$ cat src/rtl/amstrad_mem_ctrl.sv
// Amstrad memory controller: arbitrates CPU byte accesses and video word fetches onto a
// 16-bit memory. Video fetches win ties. One pending request per requester is held
// while the memory is busy.
// Define AMSTRAD_MEM_POSTED_WR_EN to post CPU writes into a one-entry buffer.
module amstrad_mem_ctrl #(
    parameter int unsigned READ_LAT = 2
) (
    input  logic        clk,
    input  logic        reset_n,
    input  logic [22:0] cpu_addr,
    input  logic        cpu_rd,
    input  logic        cpu_wr,
    input  logic [7:0]  cpu_wdata,
    output logic [7:0]  cpu_rdata,
    output logic        cpu_ready,
    input  logic [14:0] vram_addr,
    input  logic        vram_req,
    output logic [15:0] vram_dout,
    output logic        vram_valid,
    output logic [21:0] mem_a,
    output logic        mem_oe,
    output logic        mem_we,
    output logic [1:0]  mem_be,
    output logic [15:0] mem_wdata,
    input  logic [15:0] mem_rdata
);

`ifdef AMSTRAD_MEM_POSTED_WR_EN
    localparam bit POSTED = 1'b1;
`else
    localparam bit POSTED = 1'b0;
`endif

    localparam logic [2:0] LAT_LAST = 3'(READ_LAT - 1);

    typedef enum logic [1:0] {StIdle, StVrd, StCrd, StCwr} state_e;

    state_e      state_q, state_d;
    logic [2:0]  cnt_q;
    logic        rd_q, wr_q, lsb_q;
    logic        vpend_q, vpend_d;
    logic [14:0] vaddr_q, vaddr_d;
    // Pending CPU slot; the held slot only fills in posted mode when the pending slot is full.
    logic        cpend_q, cpend_d, cwr_q, cwr_d;
    logic [22:0] caddr_q, caddr_d;
    logic [7:0]  cdata_q, cdata_d;
    logic        hpend_q, hpend_d, hwr_q, hwr_d;
    logic [22:0] haddr_q, haddr_d;
    logic [7:0]  hdata_q, hdata_d;

    logic        rd_edge, wr_edge, new_cpu, vreq_eff;
    logic        ceff_valid, ceff_wr, grant_v, grant_c, cap, ready_d, rd_out;
    logic [22:0] ceff_addr;
    logic [7:0]  ceff_data;
    logic [21:0] iss_a;
    logic [1:0]  iss_be;

    // Edge detection, arbitration, pending-slot bookkeeping and next cpu_ready.
    always_comb begin
        rd_edge    = cpu_rd & ~rd_q & ~(cpu_rd & cpu_wr);
        wr_edge    = cpu_wr & ~wr_q & ~(cpu_rd & cpu_wr);
        new_cpu    = rd_edge | wr_edge;
        vreq_eff   = vram_req | vpend_q;
        vaddr_d    = vram_req ? vram_addr : vaddr_q;
        ceff_valid = cpend_q | new_cpu;
        ceff_wr    = cpend_q ? cwr_q : wr_edge;
        ceff_addr  = cpend_q ? caddr_q : cpu_addr;
        ceff_data  = cpend_q ? cdata_q : cpu_wdata;

        grant_v = 1'b0;
        grant_c = 1'b0;
        cap     = 1'b0;
        state_d = state_q;
        unique case (state_q)
            StIdle: begin
                if (vreq_eff) begin
                    grant_v = 1'b1;
                    state_d = StVrd;
                end else if (ceff_valid) begin
                    grant_c = 1'b1;
                    state_d = ceff_wr ? StCwr : StCrd;
                end
            end
            StVrd, StCrd: begin
                if (cnt_q == LAT_LAST) begin
                    cap     = 1'b1;
                    state_d = StIdle;
                end
            end
            StCwr:   state_d = StIdle;
            default: state_d = StIdle;
        endcase

        if (grant_v) begin
            iss_a  = {7'b0, vaddr_d};
            iss_be = 2'b11;
        end else begin
            iss_a  = ceff_addr[22:1];
            iss_be = ceff_addr[0] ? 2'b10 : 2'b01;
        end

        vpend_d = vreq_eff & ~grant_v;

        cpend_d = cpend_q;
        cwr_d   = cwr_q;
        caddr_d = caddr_q;
        cdata_d = cdata_q;
        hpend_d = hpend_q;
        hwr_d   = hwr_q;
        haddr_d = haddr_q;
        hdata_d = hdata_q;
        // A grant consumes the pending slot; the held entry moves up behind it.
        if (grant_c) begin
            cpend_d = hpend_q;
            cwr_d   = hwr_q;
            caddr_d = haddr_q;
            cdata_d = hdata_q;
            hpend_d = 1'b0;
        end
        // A new edge not issued straight from idle is queued; it is dropped if no slot is free.
        if (new_cpu && !(grant_c && !cpend_q)) begin
            if (!cpend_d) begin
                cpend_d = 1'b1;
                cwr_d   = wr_edge;
                caddr_d = cpu_addr;
                cdata_d = cpu_wdata;
            end else if (POSTED && !hpend_d) begin
                hpend_d = 1'b1;
                hwr_d   = wr_edge;
                haddr_d = cpu_addr;
                hdata_d = cpu_wdata;
            end
        end

        rd_out = (cpend_d & ~cwr_d) | (hpend_d & ~hwr_d) | (state_d == StCrd);
        if (POSTED) begin
            // A buffered write blocks the CPU only while another write sits behind it.
            ready_d = ~(rd_out | hpend_d | ((state_d == StCwr) & cpend_d));
        end else begin
            ready_d = ~(cpend_d | (state_d == StCrd) | (state_d == StCwr));
        end
    end

    // State, request slots and registered memory/CPU/video outputs.
    always_ff @(posedge clk or negedge reset_n) begin
        if (!reset_n) begin
            state_q    <= StIdle;
            cnt_q      <= 3'd0;
            rd_q       <= 1'b0;
            wr_q       <= 1'b0;
            lsb_q      <= 1'b0;
            vpend_q    <= 1'b0;
            vaddr_q    <= 15'd0;
            cpend_q    <= 1'b0;
            cwr_q      <= 1'b0;
            caddr_q    <= 23'd0;
            cdata_q    <= 8'd0;
            hpend_q    <= 1'b0;
            hwr_q      <= 1'b0;
            haddr_q    <= 23'd0;
            hdata_q    <= 8'd0;
            cpu_rdata  <= 8'hFF;
            cpu_ready  <= 1'b1;
            vram_dout  <= 16'h0000;
            vram_valid <= 1'b0;
            mem_oe     <= 1'b0;
            mem_we     <= 1'b0;
            mem_be     <= 2'b00;
            mem_a      <= 22'd0;
            mem_wdata  <= 16'd0;
        end else begin
            state_q    <= state_d;
            rd_q       <= cpu_rd;
            wr_q       <= cpu_wr;
            vpend_q    <= vpend_d;
            vaddr_q    <= vaddr_d;
            cpend_q    <= cpend_d;
            cwr_q      <= cwr_d;
            caddr_q    <= caddr_d;
            cdata_q    <= cdata_d;
            hpend_q    <= hpend_d;
            hwr_q      <= hwr_d;
            haddr_q    <= haddr_d;
            hdata_q    <= hdata_d;
            cpu_ready  <= ready_d;
            mem_oe     <= grant_v | (grant_c & ~ceff_wr);
            mem_we     <= grant_c & ceff_wr;
            vram_valid <= cap && (state_q == StVrd);
            if (grant_v || grant_c) begin
                mem_a  <= iss_a;
                mem_be <= iss_be;
                cnt_q  <= 3'd0;
                lsb_q  <= ceff_addr[0];
            end else begin
                cnt_q  <= cnt_q + 3'd1;
            end
            if (grant_c && ceff_wr) begin
                mem_wdata <= {ceff_data, ceff_data};
            end
            if (cap && (state_q == StVrd)) begin
                vram_dout <= mem_rdata;
            end
            if (cap && (state_q == StCrd)) begin
                cpu_rdata <= lsb_q ? mem_rdata[15:8] : mem_rdata[7:0];
            end
        end
    end

endmodule

$ cat config.mk
export PLATFORM = sky130hd
export DESIGN_NAME = amstrad_mem_ctrl
export DESIGN_NICKNAME = d
export VERILOG_FILES = /design/src/rtl/amstrad_mem_ctrl.sv
export SDC_FILE = /design/constraint.sdc
export NUM_CORES = 1
export LEC_CHECK = 0
export BUFFER_PORTS_ARGS = -buffer_cell sky130_fd_sc_hd__buf_2
export CAP_MARGIN = 15
export CORE_ASPECT_RATIO = 2
export CORE_MARGIN = 5
export CORE_UTILIZATION = 54
export CTS_BUF_LIST = sky130_fd_sc_hd__clkbuf_8 sky130_fd_sc_hd__clkbuf_16
export CTS_CLUSTER_DIAMETER = 100
export DETAILED_ROUTE_END_ITERATION = 12
export HOLD_SLACK_MARGIN = 0.12
export PLACE_DENSITY = 0.91
export SLEW_MARGIN = 20
export SYNTH_ARGS = -nofsm -noshare
export SYNTH_HDL_FRONTEND = slang
export SYNTH_SLANG_ARGS = --single-unit
$ cat constraint.sdc
create_clock -name clk -period 2.65 [get_ports clk]
set_input_delay 0 -clock clk [delete_from_list [all_inputs] [get_ports clk]]
set_output_delay 0 -clock clk [all_outputs]
set_load 0.005 [all_outputs]
Word-level counts from Yosys, hierarchy flattened:

Cells that the tools add are included.

* bits in registers: 125

* bitwise logic cells: 20
* $add $sub $neg: 1
* equality and inequality tests: 6
* mux-type cells: 32
* reduce and logical (&&, ||, !) cells: 10

Operators by type and width (count)
* $mux 23: 4
* $mux 8: 5
* $mux 22: 1
* $mux 15: 1
* $mux 1: 14
* $mux 2: 5
* $and 1x1->1: 8
* $eq 2x2->1 const B: 4
* $not 1->1: 6
* $or 1x1->1: 6
* $pmux 2 s3: 1
* $logic_and 1x1->1: 5
* $add 3x1->3 const B: 1
* $eq 3x1->1 const B: 1
* $mux 3: 1
* $eq 2x1->1 const B: 1
* $logic_not 1->1: 2
* $logic_not 2->1: 1
* $reduce_or 2->1: 1
* $logic_or 1x1->1: 1

Logic depth before layout (Yosys ltp):

* word-level depth: 15
* mapped depth: 9
* gate-level depth less buffers: 6

Worst setup path after synthesis:

OpenSTA, ideal clock, no wires.

* kind: reg2reg
* start: register state_q[1]
* end: register caddr_q[10]
* clock period less this slack: 1.969 ns
* buffers on the path: 4
* cell stages (with the launch flop): 10
* path slack: 0.681 ns
* data arrival time: 1.842 ns
* library setup time: 0.127 ns
* required time: 2.523 ns
* path through: dfrtp_1 > inv_1 > ha_1 > buf_6 > or3b_1 > buf_2 > buf_6 > buf_6 > a221oi_2 > nor2_1

* word-level cells in the longest chain between the ends: 6

Ends and longest elaborated chain
* from (decl): RTL line 38 `state_e state_q, state_d;`
* from (signal assigned): RTL line 147 `state_q <= StIdle;`
* from (signal assigned): RTL line 172 `state_q <= state_d;`
* $logic_not 2->1 (*): RTL line 74 `unique case (state_q)`
* $mux 1 (*): RTL line 74
* $logic_and 1x1->1: RTL line 121 `if (new_cpu && !(grant_c && !cpend_q)) begin`
* $logic_not 1->1: RTL line 121
* $logic_and 1x1->1: RTL line 121
* $mux 23 (*): RTL line 121
* via caddr_d[10]: RTL line 45 `logic [22:0] caddr_q, caddr_d;`
* to (signal assigned): RTL line 179 `caddr_q <= caddr_d;`
* to (decl): RTL line 45

The timed path passes the listed nets; every way through them passes the cells marked *.
A chain may end at the register's enable or synchronous reset.

Worst setup path after layout:

* start: register state_q[1]
* end: register mem_wdata[8]

* word-level cells in the longest chain between the ends: 3

Ends and longest elaborated chain
* $logic_not 2->1: RTL line 74
* $mux 1: RTL line 74
* $logic_and 1x1->1: RTL line 197 `if (grant_c && ceff_wr) begin`
* to (signal assigned): RTL line 198 `mem_wdata <= {ceff_data, ceff_data};`
* to (decl): RTL line 24 `output logic [15:0] mem_wdata,`

No other way between the ends.

==> reports/results.tsv <==
metric	value	unit
switching_power	3280	uW
diodes	0	
postCtsSetupBuffers	0	
synth_top_area_share	46.4	%
worstSetupPathType	reg -> reg	
finalClockSkew	0.00898	ns
io_buffers	134	
cap_violations	0	
synth_most_common_cell	dfrtp_1	
slew_viol_final	0	
fin_nets	768	
max_freq	433	MHz
synthCells	520	
io_pins	135	
path_clk_slew	0.06	ns
intPower	5930	uW
die_h	157	um
seq_power_share	35.0	%
crit_slowest_cell	or3b_2	
yosysUniqueCellTypes	43	
synthFlopType	dfrtp_1	
core_area	10500	sq um
cts_tree	built	
grt_remaining_overflow	0	
required	2.98	ns
drcViolationCount	0	
pwr-share-comb	38.4	%
cp_max_fo	19	
synthTopCellsByCount	108 x dfrtp_1, 51 x a221oi_1, 47 x nor2_1, 38 x mux2i_1, 31 x mux2_2	
synth_edf_count	0	
antenna_found_initial	0	
cts-root-buf	clkbuf_16	
grt_max_degree	118	
pre_cts_ws	0.386	ns
synth.yosys.seq_area_share	50.5	%
switching_share	35.6	%
gp_congestion	0.876	
synth.area.top_cells	dfrtp_1 46%, a221oi_1 7.7%, mux2i_1 6.5%, mux2_2 6.0%, dfstp_2 4.1%	
fillers	637	
hold_viol_final	0	
layout-drive-gt1-share	33.6	%
worstMarginPinSlew	1.08	ns
yosysWarnings	0	
pwr-share-clk	26.6	%
setup-tns-final	0	ns
maxSlewHeadroom	27.6	%
max_stage_delay	0.53	ns
detail_route.iter0.violations	353	
path_buf_inv	2	
period_needed	2.31	ns
end_kind	flop	
leakage	0.00354	uW
grt_pass1_wl	27.2	mm
cts.path.max_buffers	2	
cp-start-kind	flop	
clock_sinks	117	
cts-buffers-inserted	17	
fin_util	74.0	%
avgSynthCellArea	11.2	sq um
floorplan.initialDensity	55.2	%
routed_wl	16.5	mm
vdd_ir_drop_max	776	uV
synth_area_leader_cell	dfrtp_1	
cp.arrival	2.64	ns
vias	5150	
wire_per_inst	19.6	um
ctsHtreeMaxLevel	4	
rsz0062_at_grt	false	
grt_pass1_vias	5356	
cp_top_family	simple AND/OR/NAND/NOR gates	
setup_viol	0	
die_w	83.4	um
hpwl	10.5	mm
dr.pass1.iters	5	
vias_per_cell	6.09	
grt_usage	25.9	%
ctsResizeCount	0	
postCtsHoldBufs	65	
crit_chain	inv_1 > ha_1 > or3b_2 > buf_4 > a21oi_4 > nor2_1 > a21oi_1	
hold_path_class	in -> async	
ys_async_sr_fraction	100	%
status	finished clean	
worstSkewPairLatency	0.41	ns
ant_nets	0	
syn-num-nets	593	
rows	53	
areaGrowthSynthToFinish	34.1	%
synth_area	5820	sq um
dieArea	13100	sq um
layout_setup_ws	0.340	ns
finalCritPeriodShare	87.2	%
power_density	1180	nW/um^2
ys_ff_latch	117	
[through the flow]
| step | total power [uW] | std cells | instance area [sq um] | hold WS [ns] |
|---|---|---|---|---|
| floorplan | 5500 | 520 | 5820 | -0.296 |
| global placement | 6380 | 748 | 6500 | 0.126 |
| detailed placement | 6600 | 748 | 6510 | 0.130 |
| CTS | 9190 | 845 | 7800 | 0.227 |
| global route | 9770 | 845 | 7800 | 0.278 |
| finish | 9210 | 845 | 7800 | 0.218 |
[cells in the final DEF, fill, tap and decap left out, types with 10 or more instances in the layout]
| cell | count |
|---|---|
| o211ai_1 | 14 |
| a22o_1 | 15 |
| a21oi_1 | 11 |
| clkbuf_16 | 17 |
| nand3_1 | 18 |
| a221oi_1 | 51 |
| buf_4 | 10 |
| a31oi_1 | 17 |
| nor2_1 | 46 |
| dlygate4sd3_1 | 65 |
| mux2i_1 | 38 |
| buf_2 | 133 |
| and2_1 | 14 |
| nand2_1 | 24 |
| o21ai_0 | 17 |
| dfrtp_1 | 107 |
| a221oi_2 | 10 |
| mux2_2 | 31 |
[sequential cells by signal, summed over array words and instances (netlist names), 3 cells and up]
register	count
vaddr_q	15
caddr_q	23
cpu_rdata	8
cnt_q	3
vram_dout	16
mem_wdata	8
mem_a	22
cdata_q	8
[layer usage]
metal  vias up  track usage [%]  share of wire, %  wire length, um
met5         -                0                 0                0
met4         0             12.0               3.9              644
met3        56             5.90               6.2             1020
met2       258             45.8                54             8850
met1      2525             29.6                36             6010
li1       2311                -                 -                -
[worst reg2reg max path: cells and delay by family, from the launching register on]
kind,cells,cell delay (ns)
AND/OR/NAND/NOR,2,0.61
buffers and inverters,2,0.37
adder cells (fa/ha/maj),1,0.28
AO/OA/AOI/OAI,2,0.54
flip-flops,1,0.43
[worst paths after layout]
path	from	end	slack (ns)	depth (start not counted)
max	state_q[1]	mem_wdata[8]	0.34	7
min	reset_n	vram_dout[12]	0.22	3
max reg2reg	state_q[1]	mem_wdata[8]	0.34	7
min reg2reg	cnt_q[0]	cnt_q[0]	0.47	1
max in group asynchronous	reset_n	cpend_q	1.97	3
min in group clk	vram_req	vaddr_q[12]	0.25	2
[cells by family (layout without fill, tap and decap cells)]
logic type | count (synthesis) | in the layout | synth area share [%]
AOI/OAI and AO/OA | 148 | 148 | 20.5
xor gates and xnor gates | 1 | 1 | 0.151
adders and majority gates | 6 | 6 | 1.29
buffers and inverters | 61 | 249 | 5.33
DFF | 117 | 117 | 50.5
muxes | 69 | 69 | 12.5
and+or+nand+nor | 118 | 118 | 9.67
[layout make-up]
cell class | count | area, sq um | area share (%)
well taps | 137 | 171 | 2.20
repair buffers | 210 | 1430 | 18.3
inverters | 7 | 26.3 | 0.337
clock buffers | 20 | 467 | 5.98
flip-flops and latches | 117 | 2940 | 37.7
clock inverters | 12 | 178 | 2.28
multi-input cells | 342 | 2590 | 33.2
[power by group through the flow]
| stage | logic (uW) | clock network [uW] | registers, uW |
|---|---|---|---|
| global route | 3890 | 2570 | 3320 |
| finish | 3540 | 2450 | 3220 |
| floorplan | 2440 | 0 | 3070 |
| detailed placement | 3390 | 0 | 3210 |
| CTS | 3520 | 2470 | 3190 |
| global placement | 3240 | 0 | 3140 |
Note: power is estimated with default switching activity, not from simulation.
